### src/rtl/rx_frame_ctrl_pkg.sv
// ============================================================================
// Module      : rx_frame_ctrl_pkg
// Description : Shared constants for the UART frame receiver: start-of-frame
//               marker, FSM state encodings and default payload limit.
// Revision    : 1.0 - initial release
// ============================================================================
`default_nettype none

package rx_frame_ctrl_pkg;

   // Start-of-frame marker byte
   localparam logic [7:0] c_SOF = 8'hAA;

   // Default maximum payload length in bytes
   localparam int c_MAX_LEN_DEF = 8;

   // Receiver FSM state encodings
   localparam logic [2:0] c_ST_IDLE = 3'd0;
   localparam logic [2:0] c_ST_CMD  = 3'd1;
   localparam logic [2:0] c_ST_LEN  = 3'd2;
   localparam logic [2:0] c_ST_PAY  = 3'd3;
   localparam logic [2:0] c_ST_CHK  = 3'd4;
   localparam logic [2:0] c_ST_HOLD = 3'd5;

   // True for the states in which the inter-byte timeout is armed
   function automatic logic is_timed_state(input logic [2:0] st);
      return (st == c_ST_CMD) || (st == c_ST_LEN) ||
             (st == c_ST_PAY) || (st == c_ST_CHK);
   endfunction

endpackage

`default_nettype wire

### src/rtl/rx_frame_buf.sv
// ============================================================================
// Module      : rx_frame_buf
// Description : Payload byte store; one synchronous write port and one
//               asynchronous read port. Contents are not reset.
// Revision    : 1.0 - initial release
// ============================================================================
`default_nettype none

module rx_frame_buf #(
   parameter int DEPTH = 8,
   parameter int AW    = 3
) (
   input  logic          clk,
   input  logic          i_we,
   input  logic [AW-1:0] i_waddr,
   input  logic [7:0]    i_wdata,
   input  logic [AW-1:0] i_raddr,
   output logic [7:0]    o_rdata
);

   logic [7:0] r_mem [DEPTH];

   // Store one payload byte per write strobe
   always_ff @(posedge clk) begin
      if (i_we) begin
         r_mem[i_waddr] <= i_wdata;
      end
   end

   // Asynchronous read; addresses beyond the store read as zero
   always_comb begin
      o_rdata = 8'h00;
      if (int'(i_raddr) < DEPTH) begin
         o_rdata = r_mem[i_raddr];
      end
   end

endmodule

`default_nettype wire

### src/rtl/rx_frame_ctrl.sv
// ============================================================================
// Module      : rx_frame_ctrl
// Description : Parses SOF/CMD/LEN/payload/CHK frames from a UART byte
//               stream, validates length and XOR checksum, holds a good
//               frame until acknowledged and flags errors/timeouts.
// Revision    : 1.0 - initial release
// ============================================================================
`default_nettype none

module rx_frame_ctrl
   import rx_frame_ctrl_pkg::*;
#(
   parameter int TIMEOUT_CYCLES = 520000,
   parameter int MAX_LEN        = c_MAX_LEN_DEF
) (
   input  logic       clk,
   input  logic       rst_n,
   input  logic [7:0] i_rx_data,
   input  logic       i_rx_valid,
   output logic       o_rx_en,
   output logic [7:0] o_frm_cmd,
   output logic [3:0] o_frm_len,
   input  logic [2:0] i_frm_addr,
   output logic [7:0] o_frm_data,
   output logic       o_frm_valid,
   input  logic       i_frm_ack,
   output logic       o_err_chk,
   output logic       o_err_len,
   output logic       o_err_tout
);

   // Timeout counter only needs to reach TIMEOUT_CYCLES-1 before it is cleared
   localparam int             TW          = $clog2(TIMEOUT_CYCLES + 1);
   localparam logic [TW-1:0]  c_TOUT_LAST = TW'(TIMEOUT_CYCLES - 1);
   localparam logic [TW-1:0]  c_TOUT_ONE  = TW'(1);

   logic [2:0]    r_state;
   logic [2:0]    w_state_nxt;
   logic [7:0]    r_cmd;
   logic [3:0]    r_len;
   logic [3:0]    r_cnt;
   logic [3:0]    w_cnt_inc;
   logic [7:0]    r_xor;
   logic [TW-1:0] r_tout_cnt;
   logic          r_err_chk;
   logic          r_err_len;
   logic          r_err_tout;
   logic          w_err_chk;
   logic          w_err_len;
   logic          w_err_tout;
   logic          w_len_big;
   logic          w_tout_hit;
   logic          w_hold;
   logic          w_buf_we;
   logic [7:0]    w_buf_rdata;

   assign w_cnt_inc  = r_cnt + 4'd1;
   assign w_len_big  = (i_rx_data > 8'(MAX_LEN));
   assign w_tout_hit = (r_tout_cnt == c_TOUT_LAST);
   assign w_buf_we   = i_rx_valid && (r_state == c_ST_PAY);

   // State register
   always_ff @(posedge clk or negedge rst_n) begin
      if (!rst_n) begin
         r_state <= c_ST_IDLE;
      end else begin
         r_state <= w_state_nxt;
      end
   end

   // Next-state and error decisions; a received byte always beats the timeout
   always_comb begin
      w_state_nxt = r_state;
      w_err_chk   = 1'b0;
      w_err_len   = 1'b0;
      w_err_tout  = 1'b0;
      case (r_state)
         c_ST_IDLE: begin
            if (i_rx_valid && (i_rx_data == c_SOF)) begin
               w_state_nxt = c_ST_CMD;
            end
         end
         c_ST_CMD: begin
            if (i_rx_valid) begin
               w_state_nxt = c_ST_LEN;
            end else if (w_tout_hit) begin
               w_state_nxt = c_ST_IDLE;
               w_err_tout  = 1'b1;
            end
         end
         c_ST_LEN: begin
            if (i_rx_valid) begin
               if (w_len_big) begin
                  w_state_nxt = c_ST_IDLE;
                  w_err_len   = 1'b1;
               end else if (i_rx_data == 8'h00) begin
                  w_state_nxt = c_ST_CHK;
               end else begin
                  w_state_nxt = c_ST_PAY;
               end
            end else if (w_tout_hit) begin
               w_state_nxt = c_ST_IDLE;
               w_err_tout  = 1'b1;
            end
         end
         c_ST_PAY: begin
            if (i_rx_valid) begin
               if (w_cnt_inc == r_len) begin
                  w_state_nxt = c_ST_CHK;
               end
            end else if (w_tout_hit) begin
               w_state_nxt = c_ST_IDLE;
               w_err_tout  = 1'b1;
            end
         end
         c_ST_CHK: begin
            if (i_rx_valid) begin
               if (i_rx_data == r_xor) begin
                  w_state_nxt = c_ST_HOLD;
               end else begin
                  w_state_nxt = c_ST_IDLE;
                  w_err_chk   = 1'b1;
               end
            end else if (w_tout_hit) begin
               w_state_nxt = c_ST_IDLE;
               w_err_tout  = 1'b1;
            end
         end
         c_ST_HOLD: begin
            if (i_frm_ack) begin
               w_state_nxt = c_ST_IDLE;
            end
         end
         default: begin
            w_state_nxt = c_ST_IDLE;
         end
      endcase
   end

   // Outputs decoded from state; payload reads as zero unless a frame is held
   always_comb begin
      w_hold      = (r_state == c_ST_HOLD);
      o_rx_en     = !w_hold;
      o_frm_valid = w_hold;
      o_frm_data  = w_hold ? w_buf_rdata : 8'h00;
   end

   // Frame fields, running checksum, payload index, timeout and error pulses
   always_ff @(posedge clk or negedge rst_n) begin
      if (!rst_n) begin
         r_cmd      <= 8'h00;
         r_len      <= 4'd0;
         r_cnt      <= 4'd0;
         r_xor      <= 8'h00;
         r_tout_cnt <= '0;
         r_err_chk  <= 1'b0;
         r_err_len  <= 1'b0;
         r_err_tout <= 1'b0;
      end else begin
         r_err_chk  <= w_err_chk;
         r_err_len  <= w_err_len;
         r_err_tout <= w_err_tout;

         if (i_rx_valid || !is_timed_state(r_state)) begin
            r_tout_cnt <= '0;
         end else begin
            r_tout_cnt <= r_tout_cnt + c_TOUT_ONE;
         end

         if (i_rx_valid) begin
            case (r_state)
               c_ST_CMD: begin
                  r_cmd <= i_rx_data;
                  r_xor <= i_rx_data;
               end
               c_ST_LEN: begin
                  r_cnt <= 4'd0;
                  if (!w_len_big) begin
                     r_len <= i_rx_data[3:0];
                     r_xor <= r_xor ^ i_rx_data;
                  end
               end
               c_ST_PAY: begin
                  r_xor <= r_xor ^ i_rx_data;
                  r_cnt <= w_cnt_inc;
               end
               default: begin
               end
            endcase
         end
      end
   end

   assign o_frm_cmd  = r_cmd;
   assign o_frm_len  = r_len;
   assign o_err_chk  = r_err_chk;
   assign o_err_len  = r_err_len;
   assign o_err_tout = r_err_tout;

   rx_frame_buf #(
      .DEPTH (MAX_LEN),
      .AW    (3)
   ) u_buf (
      .clk     (clk),
      .i_we    (w_buf_we),
      .i_waddr (r_cnt[2:0]),
      .i_wdata (i_rx_data),
      .i_raddr (i_frm_addr),
      .o_rdata (w_buf_rdata)
   );

endmodule

`default_nettype wire

### config.mk
export PLATFORM = sky130hd
export DESIGN_NAME = rx_frame_ctrl
export DESIGN_NICKNAME = d
export VERILOG_FILES = /design/src/rtl/rx_frame_ctrl_pkg.sv /design/src/rtl/rx_frame_buf.sv /design/src/rtl/rx_frame_ctrl.sv
export SDC_FILE = /design/constraint.sdc
export NUM_CORES = 1
export LEC_CHECK = 0
export BUFFER_PORTS_ARGS = -buffer_cell sky130_fd_sc_hd__buf_2
export CAP_MARGIN = 20
export CORE_ASPECT_RATIO = 1.2
export CORE_MARGIN = 3
export CORE_UTILIZATION = 55
export CTS_BUF_LIST = sky130_fd_sc_hd__clkbuf_8
export DETAILED_ROUTE_END_ITERATION = 6
export HOLD_SLACK_MARGIN = 0.03
export PLACE_DENSITY = 0.74
export SLEW_MARGIN = 20
export SYNTH_ARGS = -nofsm -noshare
export SYNTH_HDL_FRONTEND = slang
export SYNTH_HIERARCHICAL = 1
export SYNTH_SLANG_ARGS = --single-unit
### constraint.sdc
create_clock -name clk -period 2.35 [get_ports clk]
set_input_delay 0.1175 -clock clk [delete_from_list [all_inputs] [get_ports clk]]
set_output_delay 0.1175 -clock clk [all_outputs]
set_load 0.02 [all_outputs]
==> summary.md <==
| Metric | Value |
|---|---|
| Run status | complete, no violations |
| Final min period | 2120 ps |
| Pwr dens | 918 nW/um2 |
| RSZ-0062 raised after global routing | false |
| Commonest non-fill, non-tap cells in the layout | edfxtp_1, dfrtp_1, buf_2 |
| HP Start | i_rx_valid |
| Die ar. | between 10000 and 15000 um2 |
| Drt via density | ~5.8 |
| Initial Utilization | 56.9% |
| Critical path type | flop to output pin |
| Placed insts | 532 |
| Worst setup startpoint | r_state[2] |
| Final Setup Violations | 0 |
| Seq cells post-synth | 113 |
| Peak VDD IR | about 0.6 mV |
| 1st-pass router iterations | 4 |
| Element type at the critical path start | flop |
| Crit path max-delay cell type | dfrtp_1 |
| Top_reg_cell synth | edfxtp_1 |
| Post-layout util | 65.0% |
| Worst slew margin | approximately three fifths |
| Clock root buffer | clkbuf_8 |
| CP Data Arrival Time | 2000 ps |
| Max-slew violation count | 0 |
| Max Cap Viol | 0 |
| Max Freq | ~470 MHz |
| Leakage Power | between 2 and 2.5 nW |
| Final period util | 90.3% |
| DP Area | 5510 um2 |
| Synthesized area | about 5200 um2 |
| Initial antenna violation count | 0 |
| Num ports | 40 |
| Final hold violations | 0 |
| WL per Instance | 17.2 um |
| Worst reg2reg path startpoint | r_cnt[0] |
| Chip height | 112 um |
| Post-synthesis sequential area ratio | 60.6% |
| Diode count | 0 |
| Nets | about 450 |
| Clock tree buffer depth | 2 |
| CTS tree | built |
| Fill cell count | 697 |
| HPWL after DPL | 6.47 mm |
| Initial DRC Count | 167 |
| Crit path largest cell delay | 520 ps |
| # rows | 38 |
| Min-Delay Path Class | input port to flop |
| Post-synth EDFFs | 64 |
| Post-route antenna net violation count | 0 |
| CP Cell Sequence | inv_1, or3_1, inv_2, and2_1, buf_2 |
| GRT Residual Overflow | 0 |
| Routability cong. | 0.815 |
| Area grow syn2layout | 14.2% |
| Commonest non-fill, non-tap cell in the layout | edfxtp_1 |
| Clock sinks | 113 |
| Worst hold margin | 61.6 ps |
| Skew-Pair Late Insertion Delay | 430 ps |
| Total CTS buffers | 17 |
| Port bufs | 39 |
| Worst path required time | 2230 ps |
| Vias | 3304 |
| Drt drc | 0 |
| Yosys warns | 6 |
| GRT Total Usage | 19.8% |
| Clock-pin slew on the worst setup and hold paths | roughly 70 ps |
| Setup TNS | 0 ps |
| Post-CTS setup buffers | 0 |
| Non-filler cells in the finished layout | 566 |
| Post-Layout Inst Area | around 5900 um2 |
| Routed WL | 9.76 mm |
| Avg Inst Size Synth | between 10 and 15 um2 |
| Final Skew | 7.25 ps |
| Die X | 94.7 um |
| Post-Syn Nets | 400 |
| Post-synthesis cell count | about 380 |
| H-tree depth | 4 |
| Critical path buffer and inverter count | 3 |
| Global-route wire length before repair | 15.8 mm |
| Share of cells above drive strength 1 | 24.4% |
| Vias in the first global route | ~3200 |
| Crit-path leading delay family | simple AND/OR/NAND/NOR gates |
| Synth async-reset ratio | 43.4% |
| Worst slew pin tran | 567 ps |
| Cell variety after synth | 53 |
| Crit. End Element | output pin |
| Largest net degree at the start of global routing | 25 |
| Crit Path Max Fanout | 11 |
| Core area | 9130 um2 |
[cell families after synthesis]
kind of cell / after synthesis / synth area share [%]
mux: 43 / 13.7
fa+ha+maj: 2 / 0.482
buf+inv: 28 / 2.72
xor+xnor: 26 / 4.38
simple gates: 119 / 12.1
compound gates: 52 / 6.00
flops: 113 / 60.6
[state kept, by name, summed over array words and instances, names as in the netlist]
signal and flops:
o_frm_len 4, r_state 3, o_err_tout 1, o_err_len 1, r_xor 8, o_frm_cmd 8
r_tout_cnt 19, u_buf/r_mem 64, r_cnt 4, o_err_chk 1
[path summary, 6_finish.rpt]
check	end	slack [ps]	depth (start not counted)
setup / recovery	o_frm_data[6]	230	5
hold / removal	r_cnt[0]	60	2
setup reg to reg	r_state[0]	350	4
hold reg to reg	r_tout_cnt[0]	490	1
max in group asynchronous	r_xor[7]	1690	3
min in group asynchronous	r_xor[0]	230	3
[area by class of cell]
class | count | area (um2) | share of cell area, %
clock buffer | 17 | 234 | 3.95
clock inverter | 14 | 150 | 2.53
inverter | 5 | 18.8 | 0.317
multi-input combinational | 242 | 1900 | 32.1
sequential | 113 | 3150 | 53.1
tap | 120 | 150 | 2.53
timing repair buffer | 55 | 323 | 5.44
[power by group]
part / internal [W] / total, W / switching [W]
clock: 0.00102 / 0.00175 / 0.000735
sequential: 0.00232 / 0.00256 / 0.000233
combinational: 0.000505 / 0.00114 / 0.000631
[what timing repair did]
action | CTS | global route
hold buffers | 3 | 0
hold endpoints to repair | 51 | 0
pin swaps | 0 | 0
gates resized for setup | 1 | 1
endpoints found under the setup margin | 4 | 4
[through the flow]
step / power [W] / setup WS (ps)
6_report: 0.00545 / 228
5_1_grt: 0.00574 / 97.7
4_1_cts: 0.00550 / 92.4
3_5_place_dp: 0.00373 / 352
3_3_place_gp: 0.00369 / 524
2_1_floorplan: 0.00342 / 384
[synth_stat cells, drive strengths merged (9+ instances only)]
cell type / instances / share of area, %
nand3: 13 / 1.3
o21ai: 9 / 0.87
xor2: 10 / 1.7
mux2: 19 / 4.1
mux4: 16 / 8.0
clkbuf: 12 / 0.87
dfrtp: 49 / 24
xnor2: 16 / 2.7
nor2: 30 / 2.3
buf: 11 / 1.5
nand2: 26 / 1.9
edfxtp: 64 / 37
a21oi: 26 / 2.5
[layer usage]
| metal | global-route usage (%) | part of all wire, % | up-vias |
|---|---|---|---|
| met4 | 7.99 | 1.7 | 0 |
| li1 | - | - | 1542 |
| met5 | 0 | 0 | - |
| met3 | 5.23 | 5.3 | 18 |
| met1 | 25.9 | 42 | 1653 |
| met2 | 31.4 | 51 | 91 |
Power figures use the tool's default switching activity.
